`config.mk`:
```
export PLATFORM = sky130hd
export DESIGN_NAME = parity_rx_shreg
export DESIGN_NICKNAME = d
export VERILOG_FILES = /design/src/rtl/parity_pkg.sv /design/src/rtl/parity_rx_shreg.sv
export SDC_FILE = /design/constraint.sdc
export NUM_CORES = 1
export LEC_CHECK = 0
export ABC_AREA = 1
export BUFFER_PORTS_ARGS = -buffer_cell sky130_fd_sc_hd__buf_4
export CAP_MARGIN = 25
export CORE_AREA = 2 2 39 41
export CTS_CLUSTER_DIAMETER = 50
export DETAILED_ROUTE_END_ITERATION = 10
export DIE_AREA = 0 0 41 43
export GPL_TIMING_DRIVEN = 0
export PLACE_DENSITY = 0.53
export SLEW_MARGIN = 20
export SYNTH_ARGS = -nofsm -noshare
export SYNTH_HDL_FRONTEND = slang
export SYNTH_SLANG_ARGS = --single-unit
```
`constraint.sdc`:
```
create_clock -name clk -period 2.1 [get_ports clk]
set_input_delay 0.315 -clock clk [delete_from_list [all_inputs] [get_ports clk]]
set_output_delay 0.315 -clock clk [all_outputs]
set_load 0.02 [all_outputs]
```
`src/rtl/parity_pkg.sv`:
```
// Shared types and constants for the odd-parity serial receiver.
package parity_pkg;

    // Receiver frame-tracking states.
    typedef enum logic [1:0] {
        ST_IDLE   = 2'd0,
        ST_DATA   = 2'd1,
        ST_PARITY = 2'd2
    } state_t;

    // Data ones plus the parity bit must add up to an odd count.
    localparam logic ODD_PARITY = 1'b1;

    // The bit counter must be able to hold the value DATA_W.
    function automatic int cnt_width(input int data_w);
        return $clog2(data_w + 1);
    endfunction

endpackage

```
`src/rtl/parity_rx_shreg.sv`:
```
// Deserialiser datapath: shift register, running XOR of data bits and a received-bit counter.
// Priority of controls: clear > load > shift. Load starts a new frame with bit_in as its first bit.
module parity_rx_shreg
    import parity_pkg::*;
#(
    parameter int DATA_W = 3,
    parameter int CNT_W  = cnt_width(DATA_W)
) (
    input  logic              clk,
    input  logic              rst_n,
    input  logic              clear,
    input  logic              load,
    input  logic              shift,
    input  logic              bit_in,
    output logic [DATA_W-1:0] data,
    output logic              par,
    output logic [CNT_W-1:0]  cnt
);

    logic [DATA_W-1:0] shreg_shift;

    // A one-bit frame has nothing to keep from the previous contents.
    if (DATA_W == 1) begin : g_one
        assign shreg_shift = bit_in;
    end else begin : g_multi
        assign shreg_shift = {data[DATA_W-2:0], bit_in};
    end

    // Shift register, running parity and bit count update.
    always_ff @(posedge clk or negedge rst_n) begin
        if (!rst_n) begin
            data <= '0;
            par  <= 1'b0;
            cnt  <= '0;
        end else if (clear) begin
            data <= '0;
            par  <= 1'b0;
            cnt  <= '0;
        end else if (load) begin
            data <= shreg_shift;
            par  <= bit_in;
            cnt  <= CNT_W'(1);
        end else if (shift) begin
            data <= shreg_shift;
            par  <= par ^ bit_in;
            cnt  <= cnt + CNT_W'(1);
        end
    end

endmodule

```
After elaboration in Yosys (flattened, before gate mapping)
Cells that the tools add are included.
Widths: inputs -> output; s select.
- $add $sub $neg: 1
- mux-type cells: 9
- bitwise operators: 1
- reductions and logical operators: 1
- operator list (kind ; count):
    $mux 3 ; 3
    $mux 2 ; 3
    $mux 1 ; 3
    $reduce_bool 3->1 ; 1
    $add 2x1->2 const B ; 1
    $xor 1x1->1 ; 1
- register bits: 6
- input bits: 6
- output and inout port bits: 6
- logic and storage cells: 15

Logic depth before layout (Yosys ltp)
- depth in word-level cells: 4
- depth in mapped cells: 6
- gate-level depth less buffers: 6

Worst setup path before layout
OpenSTA, ideal clock, no wires.
- path kind: register -> register
- from: register par
- to: register par
- setup time: 0.116 ns
- arrival time: 0.707 ns
- data required time: 1.984 ns
- path slack: 1.276 ns
- cell stages (with the launch flop): 6
- period minus slack after synthesis: 0.824 ns
- cells stage by stage: dfrtp_1 -> nand2_1 -> nand2_1 -> nand2_1 -> nand2_1 -> nand2_1
- word-level cells in the longest chain between the ends: 4
- RTL lines (what ; RTL line ; source):
    start: declaration ; parity_rx_shreg.sv:16 ; output logic par,
    start signal: assignment ; parity_rx_shreg.sv:41 ; par <= bit_in;
    start signal: assignment ; parity_rx_shreg.sv:45 ; par <= par ^ bit_in;
    $xor 1x1->1 ; parity_rx_shreg.sv:45 ;
    $mux 1 ; parity_rx_shreg.sv:43 ; end else if (shift) begin
    $mux 1 ; parity_rx_shreg.sv:39 ; end else if (load) begin
    $mux 1 ; parity_rx_shreg.sv:35 ; end else if (clear) begin
Every way passes these cells. The select of a mux whose other input is x is not followed.
A chain may end at the register's enable or synchronous reset.

Final worst setup path
- from: register cnt[0]
- to: output cnt[0]
- RTL lines (what ; RTL line ; source):
    start: declaration ; parity_rx_shreg.sv:17 ; output logic [CNT_W-1:0] cnt
    start signal: assignment ; parity_rx_shreg.sv:46 ; cnt <= cnt + CNT_W'(1);
No word-level cell between the ends.

==> results.md <==
- Area growth syn-to-layout: 46.6%
- Area share of the largest cell type after synthesis: slightly above 50%
- CP Launch Type: flop
- Setup crit end kind: output pin
- Post-synthesis adder-cell area fraction: 0%
- Htree depth: 1
- Initial Utilization: a little over a fifth
- CTS Root Cell: clkbuf_4
- Synthesized area per cell: roughly 7.6 um^2
- Mapped Cells: 38
- Post-synth EDFFs: 0
- Ys async rst share: 100%
- Clock net sink count: 6
- Worst IR Drop VDD: 0.235 mV
- RSZ-0062 raised after global routing: false
- Met3 wire len: approximately 39 um
- Uppermost routed layer: met3
- Clock Skew: approximately 0.0011 ns
- Largest family of logic cells by synthesized area: simple AND/OR/NAND/NOR gates
- Period Utilization, post-route: 53.6%
- Die W: 41 um
- Utilization after layout: a little over 30%
- Critical path's largest stage delay: 0.40 ns
- Core Box Area: 0.00138 mm^2
- Cells along the critical path: buf_4
- Post-synthesis register bit count: 6
- DP Wirelength: approximately 480 um
- Slowest-stage cell, CP: dfrtp_1
- Gr ovfl total: 0
- Global-route wire length before repair: 1.02 mm
- Setup TNS: 0 ns
- Maximum clock path buffer count: 2
- Number of diodes: 0
- Crit path buffers/inverters: 1
- Placer Congestion: 0.625
- Die Ht: ~43 um
- Reg2reg path depth: 3
- Worst path arrival time: 0.81 ns
- Post-route cell area: roughly 430 um^2
- Number of global-route vias before repair: about 290
- Post-CTS Setup Bufs: 0
- Final Hold Viols: 0
- Worst Tran Pin Value: ~0.17 ns
- I/O pin count: 12
- Vias/cell: between 3 and 4
- Synth Warn #: 0
- Die ar.: 0.00176 mm^2
- Compound-Gate Fraction of Synth Area: slightly above 9%
- PortBufs: 11
- Hold Crit Depth: 2
- Post-placement cell area: 393 um^2
- Synth area leaders: dfrtp_1, nand2_1, a21oi_4
- TritonCTS Buffers: 3
- Site row count: 14
- Largest net degree at the start of global routing: 7
- Finish-stage setup viols: 0
- Initial detailed-routing violation count: 1
- Syn_nets: 44
- Met2 wire len: 296 um
- Post-synth top cells: nand2_1, dfrtp_1, inv_1
- Drc violations: 0
- ANT nets after route: 0
- Top delay family on crit path: flip-flops
- Initial antenna violation count: 0
- Post-synthesis mux area share: 0%
- Total GRT Usage: under 10%
- CTS tree: built
- Most common cell in the netlist: nand2_1
- CP required: 1.78 ns
- XOR/XNOR Fraction of Synth Area: 0%
- Crit path time final: 1.13 ns
- Tot Pwr: approximately 280 uW
- Min-delay worst type: in -> reg
- Clock Pin Slew Worst Setup and Hold Paths: around 0.040 ns
- Hold WS: 0.258 ns
- Synthesized area: 290 um^2
- DR vias: 268
- WL/cell: around 8.7 um
- Max-cap viol count: 0
- Post-synth top area cell: dfrtp_1
- Crit path depth: 1
- Leakage power: approximately 0.24 nW
- Slew margin rel.: 88.4%
- Fmax: 0.889 GHz
- Worst-path maximum fanout: 4
- Met1 wire length: 265 um
- DRT Pass-1 Iters: 3
- Main synth FF type: dfrtp_1
- CP Class: reg -> out
- Netlist cell types: 10
- Power Density: roughly 660 mW/mm^2
- Max Slew Vio Count: 0
- Layout net count: just over 60
- Seq/Total Area, Yosys: 51.7%
- Post-synthesis simple-gate area fraction: approximately a third
- Drt total wl: about 600 um
- Worst skew pair latency: 0.24 ns
- Status: completed
- Fraction of layout cells with a size suffix above 1: 34.0%
==> timing repair <==
| item | CTS | global route |
|---|---|---|
| hold endpoints to repair | 6 | 0 |
| gates resized for setup | 0 | 0 |
| hold buffers | 1 | 0 |
==> metal layers <==
metal	track usage, %	vias to the layer above
met3	1.57	0
met4	8.00	0
met5	0	-
li1	-	143
met1	9.57	118
met2	13.4	7
==> registers in the layout (all words and copies together), names as in the netlist <==
signal,count
data,3
cnt,2
par,1
==> layout make-up <==
cell class / count / area (um^2)
repair buffers: 12 / 92.6
inverters: 6 / 22.5
multi-input cells: 26 / 118
well taps: 16 / 20.0
flip-flops and latches: 6 / 150
fillers: 167 / 958
clock buffers: 3 / 22.5
==> report_power, final <==
group          switching [mW]  total (mW)  internal (mW)  leakage, nW
registers             0.00484       0.127          0.122       0.0796
logic                  0.0276      0.0494         0.0219        0.147
clock network          0.0406       0.105         0.0646       0.0138
total                  0.0730       0.282          0.209        0.240
==> layout by cell type, fill, tap and decap left out <==
cell type and instances:
dfrtp_1 6, buf_4 11, a21oi_1 2, nor2_2 1, nor2_1 1, inv_1 4
nand2_1 19, nand3_1 1, a21oi_4 1, nor3_1 1, dlygate4sd3_1 1, clkbuf_4 3
inv_2 2
==> cell families after synthesis <==
| kind of cell | after synthesis |
|---|---|
| simple gates | 23 |
| buf+inv | 6 |
| compound gates | 3 |
| flops | 6 |
==> metrics by stage <==
step                      cells  setup WS, ns
after CTS                    69         0.964
after floorplan              38          1.28
final                        69         0.975
after global placement       65          1.10
after detailed placement     65          1.09
after global routing         69         0.938
==> worst paths after layout <==
| kind | startpoint | to | slack (ns) |
|---|---|---|---|
| max in group asynchronous | rst_n | par$_DFFE_PN0P_ | 1.58 |
| hold reg to reg | data[2]$_DFFE_PN0P_ | data[2]$_DFFE_PN0P_ | 0.48 |
| setup / recovery | cnt[0]$_DFFE_PN0P_ | cnt[0] | 0.97 |
| min in group asynchronous | rst_n | data[2]$_DFFE_PN0P_ | 0.41 |
| setup reg to reg | cnt[0]$_DFFE_PN0P_ | cnt[1]$_DFFE_PN0P_ | 1.31 |
| hold / removal | clear | cnt[0]$_DFFE_PN0P_ | 0.26 |
Note: power is estimated with default switching activity, not from simulation.
